## src/rtl/turn_controller.sv

```systemverilog
// Turn sequencer for a two-player board game: selection, move-generator handshake,
// target confirmation, board write and side switch. Optional turn timer under TURN_TIMEOUT_EN.
module turn_controller #(
   parameter logic [2:0]  KING_CODE    = 3'b110,
   parameter int          MOVE_CNT_W   = 10,
   parameter logic [31:0] TURN_TIMEOUT = 32'd50_000_000
) (
   input  logic                  clk,
   input  logic                  rst,
   input  logic                  start_game,
   input  logic                  select_valid,
   input  logic                  confirm,
   input  logic                  cancel,
   input  logic [5:0]            select_pos,
   input  logic [3:0]            board_piece,
   output logic                  gen_req,
   output logic [5:0]            gen_from,
   input  logic                  gen_done,
   input  logic [63:0]           gen_moves,
   output logic                  wr_en,
   output logic [5:0]            wr_from,
   output logic [5:0]            wr_to,
   input  logic                  wr_ack,
   output logic                  side_to_move,
   output logic                  error,
   output logic                  game_over,
   output logic                  winner,
   output logic                  timeout,
   output logic [MOVE_CNT_W-1:0] move_count,
   output logic [2:0]            state_dbg
);

   // state  | meaning
   // IDLE   | waiting for first start_game
   // SELECT | waiting for the side to move to pick one of its pieces
   // GEN    | gen_req high, waiting for the legal-move mask
   // TARGET | waiting for confirm on a legal square (or cancel)
   // COMMIT | wr_en high, waiting for the board write ack
   // OVER   | game finished, outputs held until restart
   typedef enum logic [2:0] {
      S_IDLE   = 3'd0,
      S_SELECT = 3'd1,
      S_GEN    = 3'd2,
      S_TARGET = 3'd3,
      S_COMMIT = 3'd4,
      S_OVER   = 3'd5
   } state_t;

   state_t                state_q, state_nxt;
   logic                  side_q, side_nxt;
   logic [5:0]            from_q, from_nxt;
   logic [5:0]            to_q, to_nxt;
   logic [63:0]           mask_q, mask_nxt;
   logic                  king_q, king_nxt;
   logic                  over_q, over_nxt;
   logic                  winner_q, winner_nxt;
   logic                  error_q, error_nxt;
   logic [MOVE_CNT_W-1:0] count_q, count_nxt;
   logic                  piece_ok;

`ifdef TURN_TIMEOUT_EN
   logic [31:0]           tcnt_q, tcnt_nxt;
   logic                  tmo_q, tmo_nxt;
`endif

   assign piece_ok = (board_piece[2:0] != 3'b000) && (board_piece[3] == side_q);

   always_comb begin
      state_nxt  = state_q;
      side_nxt   = side_q;
      from_nxt   = from_q;
      to_nxt     = to_q;
      mask_nxt   = mask_q;
      king_nxt   = king_q;
      over_nxt   = over_q;
      winner_nxt = winner_q;
      count_nxt  = count_q;
      error_nxt  = 1'b0;
`ifdef TURN_TIMEOUT_EN
      tcnt_nxt   = tcnt_q;
      tmo_nxt    = tmo_q;
`endif
      case (state_q)
         S_IDLE: begin
            if (start_game) begin
               state_nxt = S_SELECT;
               side_nxt  = 1'b0;
               count_nxt = '0;
            end
         end
         S_SELECT: begin
            if (select_valid) begin
               if (piece_ok) begin
                  from_nxt  = select_pos;
                  state_nxt = S_GEN;
               end else begin
                  error_nxt = 1'b1;
               end
            end
         end
         S_GEN: begin
            if (gen_done) begin
               mask_nxt = gen_moves;
               if (gen_moves == 64'd0) begin
                  error_nxt = 1'b1;
                  state_nxt = S_SELECT;
               end else begin
                  state_nxt = S_TARGET;
               end
            end
         end
         S_TARGET: begin
            if (cancel) begin
               state_nxt = S_SELECT;
            end else if (confirm) begin
               if (mask_q[select_pos]) begin
                  to_nxt    = select_pos;
                  king_nxt  = (board_piece[2:0] == KING_CODE) && (board_piece[3] != side_q);
                  state_nxt = S_COMMIT;
               end else begin
                  error_nxt = 1'b1;
               end
            end
         end
         S_COMMIT: begin
            if (wr_ack) begin
               if (count_q != '1) count_nxt = count_q + 1'b1;
               if (king_q) begin
                  state_nxt  = S_OVER;
                  over_nxt   = 1'b1;
                  winner_nxt = side_q;
               end else begin
                  side_nxt  = ~side_q;
                  state_nxt = S_SELECT;
               end
            end
         end
         S_OVER: begin
            if (start_game) begin
               state_nxt  = S_SELECT;
               over_nxt   = 1'b0;
               winner_nxt = 1'b0;
               side_nxt   = 1'b0;
               count_nxt  = '0;
`ifdef TURN_TIMEOUT_EN
               tmo_nxt    = 1'b0;
`endif
            end
         end
         default: state_nxt = S_IDLE;
      endcase

`ifdef TURN_TIMEOUT_EN
      // The timer spans a whole turn, so cancel and empty-mask retries keep counting.
      if (state_q == S_SELECT || state_q == S_GEN || state_q == S_TARGET) begin
         if (tcnt_q == TURN_TIMEOUT - 32'd1) begin
            state_nxt  = S_OVER;
            over_nxt   = 1'b1;
            winner_nxt = ~side_q;
            tmo_nxt    = 1'b1;
            error_nxt  = 1'b0;
         end else begin
            tcnt_nxt = tcnt_q + 32'd1;
         end
      end else if (state_nxt == S_SELECT) begin
         tcnt_nxt = 32'd0;
      end
`endif
   end

   always_ff @(posedge clk) begin
      if (!rst) begin
         state_q  <= S_IDLE;
         side_q   <= 1'b0;
         from_q   <= 6'd0;
         to_q     <= 6'd0;
         mask_q   <= 64'd0;
         king_q   <= 1'b0;
         over_q   <= 1'b0;
         winner_q <= 1'b0;
         error_q  <= 1'b0;
         count_q  <= '0;
`ifdef TURN_TIMEOUT_EN
         tcnt_q   <= 32'd0;
         tmo_q    <= 1'b0;
`endif
      end else begin
         state_q  <= state_nxt;
         side_q   <= side_nxt;
         from_q   <= from_nxt;
         to_q     <= to_nxt;
         mask_q   <= mask_nxt;
         king_q   <= king_nxt;
         over_q   <= over_nxt;
         winner_q <= winner_nxt;
         error_q  <= error_nxt;
         count_q  <= count_nxt;
`ifdef TURN_TIMEOUT_EN
         tcnt_q   <= tcnt_nxt;
         tmo_q    <= tmo_nxt;
`endif
      end
   end

   assign gen_req      = (state_q == S_GEN);
   assign gen_from     = from_q;
   assign wr_en        = (state_q == S_COMMIT);
   assign wr_from      = from_q;
   assign wr_to        = to_q;
   assign side_to_move = side_q;
   assign error        = error_q;
   assign game_over    = over_q;
   assign winner       = winner_q;
   assign move_count   = count_q;
   assign state_dbg    = state_q;

`ifdef TURN_TIMEOUT_EN
   assign timeout = tmo_q;
`else
   logic unused_turn_timeout;
   assign unused_turn_timeout = ^TURN_TIMEOUT;
   assign timeout             = 1'b0;
`endif

endmodule

```

## config.mk

```make
export PLATFORM = sky130hd
export DESIGN_NAME = turn_controller
export DESIGN_NICKNAME = d
export VERILOG_FILES = /design/src/rtl/turn_controller.sv
export SDC_FILE = /design/constraint.sdc
export NUM_CORES = 1
export LEC_CHECK = 0
export CORE_MARGIN = 2
export CORE_UTILIZATION = 44
export DETAILED_ROUTE_END_ITERATION = 6
export GPL_TIMING_DRIVEN = 0
export PLACE_DENSITY = 0.83
export RECOVER_POWER = 100
export SYNTH_ARGS = -nofsm -noshare
export SYNTH_HDL_FRONTEND = slang
export SYNTH_SLANG_ARGS = --single-unit
```

## constraint.sdc

```tcl
create_clock -name clk -period 1.9 [get_ports clk]
set_clock_uncertainty 0.1 [all_clocks]
set_input_delay 0.19 -clock clk [delete_from_list [all_inputs] [get_ports clk]]
set_output_delay 0.19 -clock clk [all_outputs]
set_load 0.05 [all_outputs]
```

==> summary.md <==
| Metric | Value |
|---|---|
| Number of flops mapped to enable cells by yosys | 0 |
| Post-route cell area | 0.00640 mm^2 |
| Total CTS buffers | 9 |
| DPL Wire Length | 9.73 mm |
| Violated checks | setup timing |
| Most used flip-flop cell after synthesis | dfxtp_1 |
| Via count | 4348 |
| Die W | 106 um |
| Overflow after GRT | 0 |
| RSZ-0062 raised after global routing | yes |
| Final WS setup | -0.217 ns |
| Area growth from synthesis to layout | 39.2% |
| Fin nets | 744 |
| Max-Cap Viols | 0 |
| Ranking of synthesized cells by area | dfxtp_1, nand2_1, a21boi_0 |
| WL/cell | 15.8 um |
| Peak supply drop | 0.416 mV |
| Max-slew violation count | 0 |
| CP Capture Type | flip-flop |
| Final hold vios | 0 |
| Hold crit path type | in2reg |
| Slew HR | 55.6% |
| Non-Filler Instances | 802 |
| Die area | 0.0113 mm^2 |
| First-pass GRT wire length | 20.5 mm |
| Fmax | 0.472 GHz |
| Avg Cell Area, Syn | 8.68 um^2 |
| Worst Max-Slew Pin Slew | 0.666 ns |
| Mapped cell area | 0.00460 mm^2 |
| Vias in the first global route | 4363 |
| Largest net degree at the start of global routing | 19 |
| Util after Layout | 62.6% |
| Starting DRT DRC Count | 185 |
| Synth Net Count | 613 |
| Post-DP Area | 0.00612 mm^2 |
| Post-synth cell types | 52 |
| # diodes | 0 |
| Status | finished, violations left |
| Clock buffer depth | 2 |
| YS warnings | 0 |
| Layout cells sized above 1 | 17.1% |
| Synthesis-stage register bit count | 94 |
| Core area | 0.0102 mm^2 |
| Post-DRT Antenna Nets | 0 |
| TritonCTS clock tree | built |
| Port buffer count | 114 |
| Die height | 106 um |
| 1st-pass router iterations | 5 |
| Post-Syn Instances | 530 |
| Sequential cell area fraction in the yosys report | 40.9% |
| Clk_lat worst skew | 0.37 ns |
| Worst path required time | 2.09 ns |
| Remaining DRCs | 0 |
| Placed cells | 780 |
| H-Tree Depth | 3 |
| GR Util All Layers | 23.0% |
| PnR Total Power | 0.00563 W |
| Clock period minus worst slack | 2.12 ns |
| Fillers | 863 |
| Crit Path Category | reg2reg |
| Power density cells | 879 mW/mm^2 |
| Crit path max fanout | 4 |
| Area fraction of the dominant cell type after synthesis | 40.9% |
| Leak | 2.24 nW |
| CP Data Arrival Time | 2.30 ns |
| Place WS | -0.520 ns |
| Area leader, netlist | dfxtp_1 |
| Final setup violation count | 61 |
| CTS sink cnt | 94 |
| Setup crit start kind | flip-flop |
| Clock slew at reported path FFs | 0.10 ns |
| Asr flop ratio synth | 0% |
| Initial antenna violation count | 0 |
| RePlAce Congestion | 0.874 |
| Root buf cell | clkbuf_8 |
| Via/cell ratio | 5.42 |
| Row count | 37 |
| Top Ports | 120 |
| Initial Utilization | 45.0% |
| Final WL | 12.7 mm |
| Tcrit/Tclk final | 111% |
-- critical path, stage by stage, from the launching register on --
cell	delay, ns
dfxtp_1	0.32
mux4_2	0.47
mux2_4	0.28
a221o_1	0.36
a2bb2oi_4	0.23
nand2_2	0.08
a31oi_2	0.20
-- layer usage --
layer,track usage [%],vias up,part of all wire (%)
li1,-,2090,-
met1,27.7,2062,41
met2,40.6,170,50
met3,3.99,26,6.9
met4,8.83,0,2.4
met5,0,-,0
-- per-stage QoR --
stage          setup TNS (ns)  hold WS [ns]
4_1_cts                 -2.14        0.0916
6_report                -4.13         0.106
3_3_place_gp            -6.75         0.343
2_1_floorplan           -1.46         0.232
3_5_place_dp            -7.80         0.350
5_1_grt                -12.18         0.125
-- layout by cell type, fill, tap and decap left out, types with 3 or more instances in the layout --
cell / Yosys / final
a21boi_0: 66 / 63
a21boi_1: 0 / 3
a21oi_1: 12 / 9
a21oi_2: 0 / 3
buf_2: 5 / 4
buf_4: 8 / 9
buf_6: 1 / 4
clkbuf_1: 25 / 17
clkbuf_2: 0 / 8
clkbuf_4: 0 / 6
clkbuf_8: 0 / 12
clkdlybuf4s50_1: 0 / 98
dfxtp_1: 94 / 82
dfxtp_2: 0 / 9
dfxtp_4: 0 / 3
dlygate4sd2_1: 0 / 9
inv_1: 6 / 6
inv_6: 0 / 3
mux2i_1: 19 / 19
mux4_2: 11 / 13
nand2_1: 153 / 151
nand2b_1: 4 / 3
nand3_1: 6 / 6
nand4_1: 6 / 6
nor2_1: 21 / 17
nor2_2: 0 / 3
nor2b_1: 13 / 13
nor3_1: 10 / 3
nor3_2: 1 / 3
nor3_4: 0 / 5
nor4_1: 18 / 16
xnor2_1: 7 / 7
-- power breakdown --
group	total, W	internal [W]	switching [W]
Sequential	0.00229	0.00217	0.000124
Clock	0.00128	0.000508	0.000772
Combinational	0.00206	0.000885	0.00118
Total	0.00563	0.00356	0.00207
-- cell usage after synthesis, types with 2 or more instances --
library cell and n:
dfxtp_1 94, mux2i_1 19, nor2_1 21, nor3_1 10, and2_1 2, nor2b_1 13
xnor2_1 7, a21boi_0 66, mux4_2 11, nor4_1 18, nand4_1 6, buf_4 8
mux4_1 4, inv_1 6, mux2_2 3, a21oi_1 12, or3_1 2, nor3b_1 2
a31oi_1 2, buf_1 2, nand2_1 153, a221oi_1 2, nand3_1 6, clkbuf_1 25
buf_2 5, nand2b_1 4, xor2_1 2
-- worst paths after layout --
kind,startpoint,to,slack [ns],depth (start not counted)
setup / recovery,mask_q[31]$_SDFFE_PN0P_,state_dbg[1]$_SDFFE_PN0P_,-0.22,6
hold / removal,rst,mask_q[19]$_SDFFE_PN0P_,0.11,2
setup reg to reg,mask_q[31]$_SDFFE_PN0P_,state_dbg[1]$_SDFFE_PN0P_,-0.22,6
hold reg to reg,wr_to[0]$_SDFFE_PN0P_,wr_to[0]$_SDFFE_PN0P_,0.37,2
-- flip-flops by register name (all words and copies together), names as in the netlist, 3 cells and up --
signal	cells
state_dbg	3
mask_q	64
wr_to	6
gen_from	6
move_count	10
-- layout make-up --
type | instances | area (um^2) | share of cell area (%)
clock buffers | 9 | 124 | 1.93
plain buffers | 40 | 270 | 4.22
inverters | 6 | 22.5 | 0.352
well taps | 136 | 170 | 2.66
flip-flops and latches | 94 | 1900 | 29.7
repair buffers | 121 | 1170 | 18.2
multi-input cells | 389 | 2690 | 41.9
clock inverters | 7 | 62.6 | 0.977
-- cell families after synthesis --
| kind of cell | count (synthesis) | synth area share, % |
|---|---|---|
| compound gates | 95 | 15.6 |
| flops | 94 | 40.9 |
| simple gates | 246 | 24.1 |
| fa+ha+maj | 1 | 0.272 |
| mux | 37 | 12.5 |
| xor+xnor | 9 | 1.71 |
| buf+inv | 47 | 4.79 |
| other cells | 1 | 0.0815 |
-- repair_timing --
action,CTS,global route
hold buffers,0,0
cloned,1,0
pin swaps,6,6
endpoints found under the setup margin,44,74
resized for setup,44,23
buffers inserted,5,1
(Power assumes the default switching activity.)
